File: src/rtl/map_pkg.sv
// map_pkg: shared map geometry, shape encodings and tile record for the tile blitter.
package map_pkg;
  localparam int GRID_DIM = 21;
  localparam int TILE_PX_DEF = 5;
  localparam int X_ORIGIN_DEF = 27;
  localparam int Y_ORIGIN_DEF = 7;
  localparam int FIFO_DEPTH = 4;
  localparam logic [1:0] SHAPE_FULL = 2'd0;
  localparam logic [1:0] SHAPE_SMALL = 2'd1;
  localparam logic [1:0] SHAPE_BIG = 2'd2;
  localparam logic [2:0] COLOR_BLACK = 3'b000;
  typedef struct packed {
    logic [4:0] x;
    logic [4:0] y;
    logic [2:0] color;
    logic [1:0] shape;
  } tile_t;
  typedef enum logic {IDLE, DRAW} state_e;
endpackage

File: src/rtl/tile_fifo.sv
// tile_fifo: small FIFO of tile records with occupancy count and full/empty flags.
module tile_fifo
  import map_pkg::*;
(
  input  logic                            clk_i,
  input  logic                            rst_ni,
  input  logic                            push_i,
  input  logic                            pop_i,
  input  tile_t                           wdata_i,
  output tile_t                           rdata_o,
  output logic [$clog2(FIFO_DEPTH):0]     count_o,
  output logic                            full_o,
  output logic                            empty_o
);
  localparam int AW = $clog2(FIFO_DEPTH);
  tile_t mem_q [FIFO_DEPTH];
  logic [AW-1:0] wr_q, rd_q;
  logic [AW:0] count_q;
  logic do_push, do_pop;
  assign full_o = count_q == (AW+1)'(FIFO_DEPTH);
  assign empty_o = count_q == '0;
  assign count_o = count_q;
  assign rdata_o = mem_q[rd_q];
  assign do_push = push_i & ~full_o;
  assign do_pop = pop_i & ~empty_o;
  always_ff @(posedge clk_i or negedge rst_ni) begin
    if (!rst_ni) begin
      wr_q <= '0;
      rd_q <= '0;
      count_q <= '0;
    end else begin
      wr_q <= wr_q + AW'(do_push);
      rd_q <= rd_q + AW'(do_pop);
      count_q <= count_q + (AW+1)'(do_push) - (AW+1)'(do_pop);
    end
  end
  always_ff @(posedge clk_i) if (do_push) mem_q[wr_q] <= wdata_i;
endmodule

File: src/rtl/tile_blitter.sv
// tile_blitter: queues tile draw requests and rasterises each tile as TILE_PX*TILE_PX pixel writes.
module tile_blitter
  import map_pkg::*;
#(
  parameter int TILE_PX = TILE_PX_DEF,
  parameter int X_ORIGIN = X_ORIGIN_DEF,
  parameter int Y_ORIGIN = Y_ORIGIN_DEF
) (
  input  logic       clock_50,
  input  logic       resetn,
  input  logic       tile_valid,
  output logic       tile_ready,
  input  logic [4:0] tile_x,
  input  logic [4:0] tile_y,
  input  logic [2:0] tile_color,
  input  logic [1:0] tile_shape,
  output logic       vga_plot,
  output logic [7:0] vga_x,
  output logic [6:0] vga_y,
  output logic [2:0] vga_color,
  output logic       busy,
  output logic [7:0] drop_count
);
  localparam int PW = $clog2(TILE_PX + 1);
  localparam logic [PW-1:0] LAST = PW'(TILE_PX - 1);
  state_e state_q, state_d;
  tile_t tile_q, tile_d, head;
  logic [PW-1:0] px_q, px_d, py_q, py_d;
  logic [7:0] drop_q, pix_x;
  logic [6:0] pix_y;
  logic [2:0] pix_color;
  logic [$clog2(FIFO_DEPTH):0] fifo_count;
  logic full, empty, push, pop, accept, in_range, drawing, last, in_small, in_big;
  assign in_range = tile_x < 5'(GRID_DIM) && tile_y < 5'(GRID_DIM);
  assign tile_ready = resetn & ~full;
  assign accept = tile_valid & tile_ready;
  assign push = accept & in_range;
  assign drawing = state_q == DRAW;
  assign busy = ~empty | drawing;
  assign drop_count = drop_q;
  tile_fifo u_fifo (
    .clk_i(clock_50), .rst_ni(resetn), .push_i(push), .pop_i(pop),
    .wdata_i({tile_x, tile_y, tile_color, tile_shape}), .rdata_o(head),
    .count_o(fifo_count), .full_o(full), .empty_o(empty)
  );
  always_comb begin
    state_d = state_q;
    tile_d = tile_q;
    px_d = px_q;
    py_d = py_q;
    pop = 1'b0;
    last = px_q == LAST && py_q == LAST;
    if (!drawing || last) begin
      pop = ~empty;
      tile_d = empty ? tile_q : head;
      px_d = '0;
      py_d = '0;
      state_d = empty ? IDLE : DRAW;
    end else begin
      px_d = px_q == LAST ? '0 : px_q + 1'b1;
      py_d = px_q == LAST ? py_q + 1'b1 : py_q;
    end
  end
  // Orb masks assume the 5-pixel tile the map art is drawn for.
  always_comb begin
    pix_x = 8'(X_ORIGIN + int'(tile_q.x) * TILE_PX + int'(px_q));
    pix_y = 7'(Y_ORIGIN + int'(tile_q.y) * TILE_PX + int'(py_q));
    in_small = px_q == PW'(2) && py_q == PW'(2);
    in_big = px_q >= PW'(1) && px_q <= PW'(3) && py_q >= PW'(1) && py_q <= PW'(3);
    pix_color = tile_q.shape == SHAPE_SMALL ? (in_small ? tile_q.color : COLOR_BLACK) :
                tile_q.shape == SHAPE_BIG   ? (in_big ? tile_q.color : COLOR_BLACK) :
                tile_q.color;
  end
  always_ff @(posedge clock_50 or negedge resetn) begin
    if (!resetn) begin
      state_q <= IDLE;
      tile_q <= '0;
      px_q <= '0;
      py_q <= '0;
      drop_q <= '0;
      vga_plot <= 1'b0;
      vga_x <= '0;
      vga_y <= '0;
      vga_color <= '0;
    end else begin
      state_q <= state_d;
      tile_q <= tile_d;
      px_q <= px_d;
      py_q <= py_d;
      drop_q <= (accept && !in_range && drop_q != 8'hFF) ? drop_q + 8'd1 : drop_q;
      vga_plot <= drawing;
      vga_x <= drawing ? pix_x : vga_x;
      vga_y <= drawing ? pix_y : vga_y;
      vga_color <= drawing ? pix_color : vga_color;
    end
  end
endmodule

File: config.mk
export PLATFORM = sky130hd
export DESIGN_NAME = tile_blitter
export DESIGN_NICKNAME = d
export VERILOG_FILES = /design/src/rtl/map_pkg.sv /design/src/rtl/tile_fifo.sv /design/src/rtl/tile_blitter.sv
export SDC_FILE = /design/constraint.sdc
export NUM_CORES = 1
export LEC_CHECK = 0
export ABC_CLOCK_PERIOD_IN_PS = 2700
export BUFFER_PORTS_ARGS = -buffer_cell sky130_fd_sc_hd__buf_4
export CAP_MARGIN = 0
export CORE_MARGIN = 2
export CORE_UTILIZATION = 50
export CTS_CLUSTER_SIZE = 12
export DETAILED_ROUTE_END_ITERATION = 7
export PLACE_DENSITY = 0.71
export SLEW_MARGIN = 40
export SYNTH_ARGS = -nofsm -noshare
export SYNTH_HDL_FRONTEND = slang
export SYNTH_SLANG_ARGS = --single-unit
File: constraint.sdc
create_clock -name clock_50 -period 2.7 [get_ports clock_50]
set_input_delay 0.27 -clock clock_50 [delete_from_list [all_inputs] [get_ports clock_50]]
set_output_delay 0.27 -clock clock_50 [all_outputs]
set_load 0.005 [all_outputs]
==> results of run 1 <==
-- where the power goes --
part | internal (W) | switching, W
Sequential | 0.00235 | 0.000400
Clock | 0.00144 | 0.000743
Combinational | 0.00212 | 0.00187
Total | 0.00591 | 0.00301
-- final cells by class --
type,instances,area share
Sequential cell,116,0.4693
Tap cell,140,0.02566
Timing Repair Buffer,74,0.08909
Clock inverter,11,0.01961
Multi-Input combinational cell,216,0.3135
Inverter,31,0.01705
Clock buffer,21,0.06581
-- logic make-up after synthesis --
| logic type | share of synthesized area |
|---|---|
| AOI/OAI and AO/OA | 0.05642 |
| xor gates and xnor gates | 0.03458 |
| adders and majority gates | 0.1165 |
| buffers and inverters | 0.03139 |
| DFF | 0.5823 |
| muxes | 0.1165 |
| and+or+nand+nor | 0.06233 |
-- layer usage --
metal / share of wire / track usage / vias to the layer above
met5: 0 / 0 / -
met4: 0.011 / 0.07234 / 0
met3: 0.028 / 0.04662 / 10
met2: 0.50 / 0.3052 / 71
met1: 0.46 / 0.2512 / 1619
li1: - / - / 1541
-- synth_stat cells, types with 2 or more instances --
cell	n	area share
sky130_fd_sc_hd__o21ai_0	7	0.0064
sky130_fd_sc_hd__nand3_1	10	0.0091
sky130_fd_sc_hd__fa_1	7	0.025
sky130_fd_sc_hd__nand2_1	11	0.0075
sky130_fd_sc_hd__xnor2_1	15	0.024
sky130_fd_sc_hd__a211oi_1	2	0.0027
sky130_fd_sc_hd__xor2_1	4	0.0064
sky130_fd_sc_hd__nor2_1	20	0.014
sky130_fd_sc_hd__o2bb2ai_1	4	0.0064
sky130_fd_sc_hd__clkbuf_1	4	0.0027
sky130_fd_sc_hd__nand4_1	5	0.0057
sky130_fd_sc_hd__a21oi_1	14	0.013
sky130_fd_sc_hd__or2_2	3	0.0034
sky130_fd_sc_hd__ha_1	40	0.091
sky130_fd_sc_hd__nor3_1	3	0.0027
sky130_fd_sc_hd__nor2b_1	3	0.0034
sky130_fd_sc_hd__edfxtp_1	60	0.33
sky130_fd_sc_hd__mux2_2	14	0.029
sky130_fd_sc_hd__dfrtp_1	56	0.25
sky130_fd_sc_hd__a311o_1	2	0.0036
sky130_fd_sc_hd__a21o_1	3	0.0041
sky130_fd_sc_hd__nor3b_1	4	0.0055
sky130_fd_sc_hd__mux4_2	15	0.061
sky130_fd_sc_hd__and3_1	4	0.0045
sky130_fd_sc_hd__inv_1	31	0.021
sky130_fd_sc_hd__buf_2	2	0.0018
sky130_fd_sc_hd__mux2_4	9	0.025
-- repair_timing --
| action | 4_1_cts | 5_1_grt |
|---|---|---|
| setup endpoints to repair | 0 | 1 |
| hold endpoints to repair | 116 | 0 |
| hold buffers | 16 | 0 |
| gates resized for setup | 0 | 1 |
-- stage by stage --
step	area (um2)	hold slack [ps]	cells	total power, W
floorplan	5510	-25.59	372	0.005688
global placement	6062	469.2	560	0.006610
detailed placement	6062	476.0	560	0.006727
CTS	6805	198.4	608	0.008998
global route	6825	239.8	609	0.009640
finish	6825	226.2	609	0.008924
-- how the worst max path moves through the flow --
| stage | slack [ps] | start | to |
|---|---|---|---|
| 2_1_floorplan | 30 | px_q[0] | u_fifo.count_o[2] |
| 3_3_place_gp | 150 | tile_q[5] | vga_y[5] |
| 3_5_place_dp | 120 | tile_q[5] | vga_y[5] |
| 4_1_cts | 120 | tile_q[5] | vga_y[5] |
| 5_1_grt | 3 | px_q[0] | u_fifo.count_o[2] |
| 6_report | 140 | tile_q[5] | vga_y[5] |
-- worst register-to-register path: stages (launching register included) --
cell	delay, ps
sky130_fd_sc_hd__dfrtp_1	360
sky130_fd_sc_hd__inv_1	100
sky130_fd_sc_hd__ha_1	280
sky130_fd_sc_hd__inv_1	50
sky130_fd_sc_hd__fa_1	470
sky130_fd_sc_hd__inv_1	60
sky130_fd_sc_hd__fa_1	460
sky130_fd_sc_hd__a21o_1	190
sky130_fd_sc_hd__a21oi_1	160
sky130_fd_sc_hd__xnor2_1	70
sky130_fd_sc_hd__mux2_2	250
-- flip-flops by register name, indices dropped and copies added (netlist names) --
register and cells:
u_fifo.count_o 3, u_fifo.rd_q 2, px_q 3, vga_x 8, u_fifo.mem_q 60, drawing 1
vga_plot 1, drop_count 8, tile_q 15, vga_color 3, u_fifo.wr_q 2, vga_y 7
py_q 3
==> results list, run 1 <==
* Floorplan core area: 10790 um2
- The library cell used most frequently in the layout, excluding fill and tap cells, is sky130_fd_sc_hd__edfxtp_1.
- Data arrival, critical path: 2950 ps
- Derived from the worst setup path, the maximum achievable clock frequency is 390.7 MHz.
- Hold violation count in the final report: 0
* Status: finished clean
* Ratio of routed vias to standard cells: 5.322
- Broken down by cell family, the worst path's largest delay share belongs to adder cells.
- The startpoint identified for the worst hold timing path is tile_valid.
* Endpoint of the worst-slack reg-to-reg timing path: vga_y[5]
* Worst setup skew after layout: 10.75 ps
* Number of buffers created by CTS: 17
- TritonCTS built the clock tree.
* Port Buf Inserts: 46
* Crit end category: flip-flop
- In the synthesized netlist, the number of instances is 372.
- Crit-path slowest cell: sky130_fd_sc_hd__fa_1
- The initial antenna violation count is 0.
- Average wire per cell in the routed design: 16.62 um
* Final GP Congestion: 0.8323
- Crit Reg-Reg Startpoint: tile_q[5]
* Clock Pin Slew Worst Setup and Hold Paths: 60 ps
- Final critical-path required period: 2559 ps
- Number of buffers between clock root and the deepest sink: 2
* Worst setup slack before clock tree synthesis: 121.2 ps
- Clock tree synthesis selected as its root buffer the cell sky130_fd_sc_hd__clkbuf_8.
- Ordered cell list for the critical path: inv_1 -> ha_1 -> inv_1 -> fa_1 -> inv_1 -> fa_1 -> a21o_1 -> a21oi_1 -> xnor2_1 -> mux2_2
- TNS Setup: 0 ps
* Synthesized flop and latch total: 116
- Post-synthesis to final-layout area growth: 24.09%
- After synthesis the cells add up to 5500 um2.
* Wire length of the first global-routing pass: 16.68 mm
* Die Height: 108.9 um
* Worst rel slew slack: 0.5015
* Number of enable flip-flop cells after synthesis: 60
- For this run the aggregate overflow at the end of global routing stands at 0.
* Number of endpoints failing setup at the final stage: 0
- Sequential area share after synthesis: 0.5823
* Via count of the first global-routing pass: 3356
* Maximum number of pins on one net before global-route repair: 58
* DRT antenna net count: 0
* Type of the most critical hold path: input port to flip-flop
* Global-route usage over all layers: 0.1901
* Fraction of final layout cells with drive strength greater than 1: 0.2921
* Maximum net fanout on the critical path: 3
- For this run, design rule violations remaining after detail routing come to 0.
- Commonest cells after routing, fill and taps aside: sky130_fd_sc_hd__edfxtp_1 (60), sky130_fd_sc_hd__buf_4 (57), sky130_fd_sc_hd__dfrtp_1 (56)
* Worst R2R Setup Slack: 140 ps
- Antenna Diode Count: 0
- Setup repair after global routing left no endpoint under its margin.
* Count of pins over their slew limit: 0
- Total I/O pin count: 47
- The clock net in this run drives a total of 116 sinks.
- Net count after synthesis: 437
- In this run the number of H-tree levels came out at 4.
* Worst EP required: 3090 ps
- Post-route fraction of the period consumed by the critical path: 0.9479
- After filler insertion, the fill cell instance count of the layout stands at 771.
- The critical path contains buffers and inverters numbering 3 combined.
- Area taken by multi-input logic gates: 2140 um2
* Maxcap violations: 0
- Average cell area after synthesis: 14.79 um2
- Most used DFF post-synth: sky130_fd_sc_hd__edfxtp_1
- For this run, asynchronously set or reset flops after synthesis account for 0.4828.
- Summed over all layers, the routed wires come to 10.12 mm.
- Min-Delay Path Depth: 5
* Clk_lat worst skew: 510 ps
* Number of design-rule violations left by the first detailed-router iteration: 128
- The critical path is of the flip-flop to flip-flop type.
- The largest single stage delay on the critical path is 470 ps.
* Post-layout nets: 521
- From left edge to right edge, the die measures 108.9 um.
* Yosys warnings: 0
- For this run, the detailed router's first-pass iteration total came to 5.
* Worst Slack Setup Final: 140.7 ps
* Worst Setup Start Kind: flip-flop
* Worst Max-Slew Pin Slew: 747.8 ps
- For this configuration, the core starts out at a cell density of 0.5096.
- In this design, the critical path's most frequently occurring cell is sky130_fd_sc_hd__inv_1.
- In this run the number of cells on the critical path is 10.
- Ratio of total power to cell area: 1308 nW/um2
- Placement row count: 38
- Summing all flip-flop and latch instances after layout gives 3203 um2.
- Postcts setup bufs: 0
- Number of distinct library cells after synthesis: 47
- Measured in cells, the most critical reg-to-reg path has a length of 10.
- DR vias: 3241
* HPWL Detailed: 6.855 mm
* Worst Hold Path EP: drop_count[3]
- The die covers 11860 um2.
* Final core utilization: 0.6324
- Summed over all cells, the static leakage comes to 2.918 nW.
* Peak supply drop: 602.0 uV
No activity file was read; power rests on OpenSTA's default activity.
==> inputs of run 2 (changes only) <==
Settings changed: GPL_TIMING_DRIVEN set to 0.
==> results list, run 2 (same netlist as run 1, synthesis figures left out) <==
- STA classifies the critical path endpoint as a flip-flop.
- Wire length of the first global-routing pass: 16.17 mm (-3.0%)
* Post-synthesis to final-layout area growth: 25.89%
- Biggest regs: u_fifo.mem_q x60, tile_q x15
- Met3 Use GR: 0.05918 (+0.01255)
* Total I/O pin count: 47 (unchanged)
- Antenna Diode Count: 0 (unchanged)
- Number of buffers created by CTS: 17 (unchanged)
- The worst voltage drop across the vdd grid was 650.1 uV (+8.0%).
- Sequential fraction of design power: 0.298 (-0.010)
- STA classifies the critical path startpoint as a flip-flop.
- u_fifo.mem_q holds more flip-flops than any other register.
* Average wire per cell in the routed design: 16.34 um (-1.7%)
* HPWL Detailed: 6.687 mm (-2.4%)
- Clock Pin Slew Worst Setup and Hold Paths: 60 ps (about the same)
* Die Height: 108.9 um (unchanged)
* Fillers: 790 (+2.5%)
- Post-route fraction of the period consumed by the critical path: 0.9794 (+0.03149)
* Ratio of routed vias to standard cells: 5.316 (-0.11%)
* Unrepaired setup endpoints after global routing: true
- The detailed-router iteration count before antenna repair is 4 (-1).
- TritonCTS clock tree: done
- Leaving out fill and tap cells, the most frequent cells in the layout are sky130_fd_sc_hd__edfxtp_1 (60), sky130_fd_sc_hd__buf_4 (56), sky130_fd_sc_hd__dfrtp_1 (52).
- The internal power consumption came to 0.006009 W (+1.6%).
- Crit Reg-Reg Startpoint: py_q[1]
- The path with the worst hold slack has its endpoint at drop_count[2].
- Fraction of final layout cells with drive strength greater than 1: 0.3124 (+0.02026)
* Post-layout nets: 530 (+1.7%)
- The area occupied by registers came to 3208 um2 (+0.16%).
- Leaving out fill and tap cells, the most frequent cell in the layout is sky130_fd_sc_hd__edfxtp_1.
- DRT antenna net count: 0 (unchanged)
- Remaining DRCs: 0 (unchanged)
* Global-route usage over all layers: 0.1864 (-0.003791)
- Final critical-path required period: 2644 ps (+85.02 ps)
- The clock latency on the worst-skew pair is 520 ps (about the same).
* Global-route track usage on met2: 0.3043 (-0.0008873)
- The number of flip-flops under the largest register name came to 60 (unchanged).
- Floorplan core area: 10790 um2 (unchanged)
- Peak Freq: 378.2 MHz (-3.2%)
- The cell sitting at the root of the clock tree is a sky130_fd_sc_hd__clkbuf_8.
- Port Buf Inserts: 46 (unchanged)
* Worst rel slew slack: 0.4884 (-0.01304)
- Area taken by multi-input logic gates: 2161 um2 (+0.99%)
* Sum of overflow across all layers after global routing: 0 (unchanged)
- Number of buffers between clock root and the deepest sink: 2 (unchanged)
* Placement row count: 38 (unchanged)
* Endpoint of the worst-slack reg-to-reg timing path: u_fifo.count_o[2]
* Worst setup skew after layout: 17.21 ps (+6.462 ps)
- The largest net degree at the start of global routing was 57 (-1.7%).
* Worst Min Path Start: tile_valid
- The maximum fanout encountered on the critical timing path was 11 (+8).
- TritonCTS Sinks: 116 (unchanged)
- Switching power share of the total: 0.3401 (+0.002618)
* Worst R2R Setup Slack: 60 ps (-90 ps)
- The critical path is of the flip-flop to flip-flop type.
* Final core utilization: 0.6415 (+0.009159)
- The total power per unit cell area came to 1315 nW/um2 (+0.58%).
- The count of maximum capacitance violations is 0 (unchanged).
- Worst Max-Slew Pin Slew: 767.4 ps (+19.57 ps)
- Depth of the worst register-to-register path: 13 (+3)
- The flow ran to the end, and the final reports show no timing, DRC or antenna violations.
- The level count of the clock H-tree is 4 (unchanged).
- The path class of the tightest hold or removal check is input port to flip-flop.
- Clk pwr share: 0.244 (about the same)
- The overall via count from detail_route came to 3280 (+1.2%).
- Initial Util: 0.5096 (unchanged)
* Met1 track demand over resource in global routing: 0.2301 (-0.02115)
- The final hold violation count was 0 (unchanged).
- The floorplan die width was 108.9 um (unchanged).
- Min-Delay Path Depth: 5 (unchanged)
- Data arrival, critical path: 3040 ps (+90 ps)
* Wirelength, routed: 10.08 mm (-0.42%)
* Most Crowded Layer GR: met2
* Via count of the first global-routing pass: 3293 (-1.9%)
- Initial antenna violation count: 0 (unchanged)
* Switching Power: 0.003097 W (+2.8%)
- Fin Hold WS: 231.8 ps (+5.621 ps)
- The overall die area is 11860 um2 (unchanged).
* Combinational cell fraction of total power: 0.458 (+0.011)
- Number of endpoints failing setup at the final stage: 0 (unchanged)
- Final GP Congestion: 0.8396 (+0.88%)
- Cell leakage power: 2.939 nW (+0.74%)
- The data required time at the worst endpoint is 3090 ps (about the same).
* Number of design-rule violations left by the first detailed-router iteration: 107 (-16%)
- The final max-slew violation count came to 0 (unchanged).
-- run 2: worst max path at each step --
stage            start  slack [ps]            endpoint  cells past startpoint
2_1_floorplan  px_q[0]          30   u_fifo.count_o[2]                     13
3_3_place_gp    resetn       -1190  u_fifo.mem_q[0][4]                      5
3_5_place_dp    resetn        -270  u_fifo.mem_q[3][4]                      6
4_1_cts        px_q[0]          30   u_fifo.count_o[2]                     13
5_1_grt        py_q[1]         -40   u_fifo.count_o[2]                     13
6_report       py_q[1]          60   u_fifo.count_o[2]                     13
-- run 2: layout make-up --
cell class,instances,area share
sequential,116,0.4633
multi-input combinational,216,0.3121
timing repair buffer,74,0.08999
clock buffer,19,0.06090
tap,140,0.02530
clock inverter,12,0.02349
inverter,31,0.01681
buffer,9,0.008132
-- run 2: critical path: stages, from the launching register on --
cell                       delay [ps]
sky130_fd_sc_hd__dfrtp_2          450
sky130_fd_sc_hd__inv_2            100
sky130_fd_sc_hd__ha_1             170
sky130_fd_sc_hd__nand2_2           90
sky130_fd_sc_hd__o21ai_4          180
sky130_fd_sc_hd__a21boi_4         230
sky130_fd_sc_hd__buf_12           160
sky130_fd_sc_hd__ha_1             230
sky130_fd_sc_hd__inv_1             60
sky130_fd_sc_hd__ha_1             140
sky130_fd_sc_hd__inv_1             50
sky130_fd_sc_hd__fa_1             390
sky130_fd_sc_hd__xnor2_1          150
sky130_fd_sc_hd__xnor2_1          130
-- run 2: metal layers --
layer	vias up	share of wire
met5	-	0
met3	14	0.034
met2	76	0.50
li1	1560	-
met1	1630	0.45
met4	0	0.015
-- run 2: what timing repair did --
| item | in CTS | in global routing |
|---|---|---|
| pin swaps | 1 | 0 |
| hold endpoints to repair | 116 | 0 |
| hold buffers | 17 | 0 |
| setup endpoints to repair | 2 | 3 |
| resized for setup | 9 | 4 |
| buffers inserted | 2 | 5 |
-- run 2: stage by stage --
step / power, W / area [um2] / setup WS [ps] / TNS [ps] / instances
floorplan: 0.005688 / 5510 / 30.05 / 0 / 372
global placement: 0.006596 / 6031 / -1186 / -35290 / 558
detailed placement: 0.006745 / 6063 / -266.0 / -11840 / 560
CTS: 0.009092 / 6858 / 34.94 / 0 / 610
global route: 0.009784 / 6924 / -40.67 / -40.67 / 617
finish: 0.009106 / 6924 / 55.71 / 0 / 617
-- run 2: power groups by stage --
stage	combinational [W]	sequential [W]	clock [W]
after floorplan	0.00302	0.00267	0
after global placement	0.00387	0.00273	0
after detailed placement	0.00399	0.00275	0
after CTS	0.00410	0.00274	0.00225
after global routing	0.00466	0.00278	0.00234
final	0.00417	0.00272	0.00222
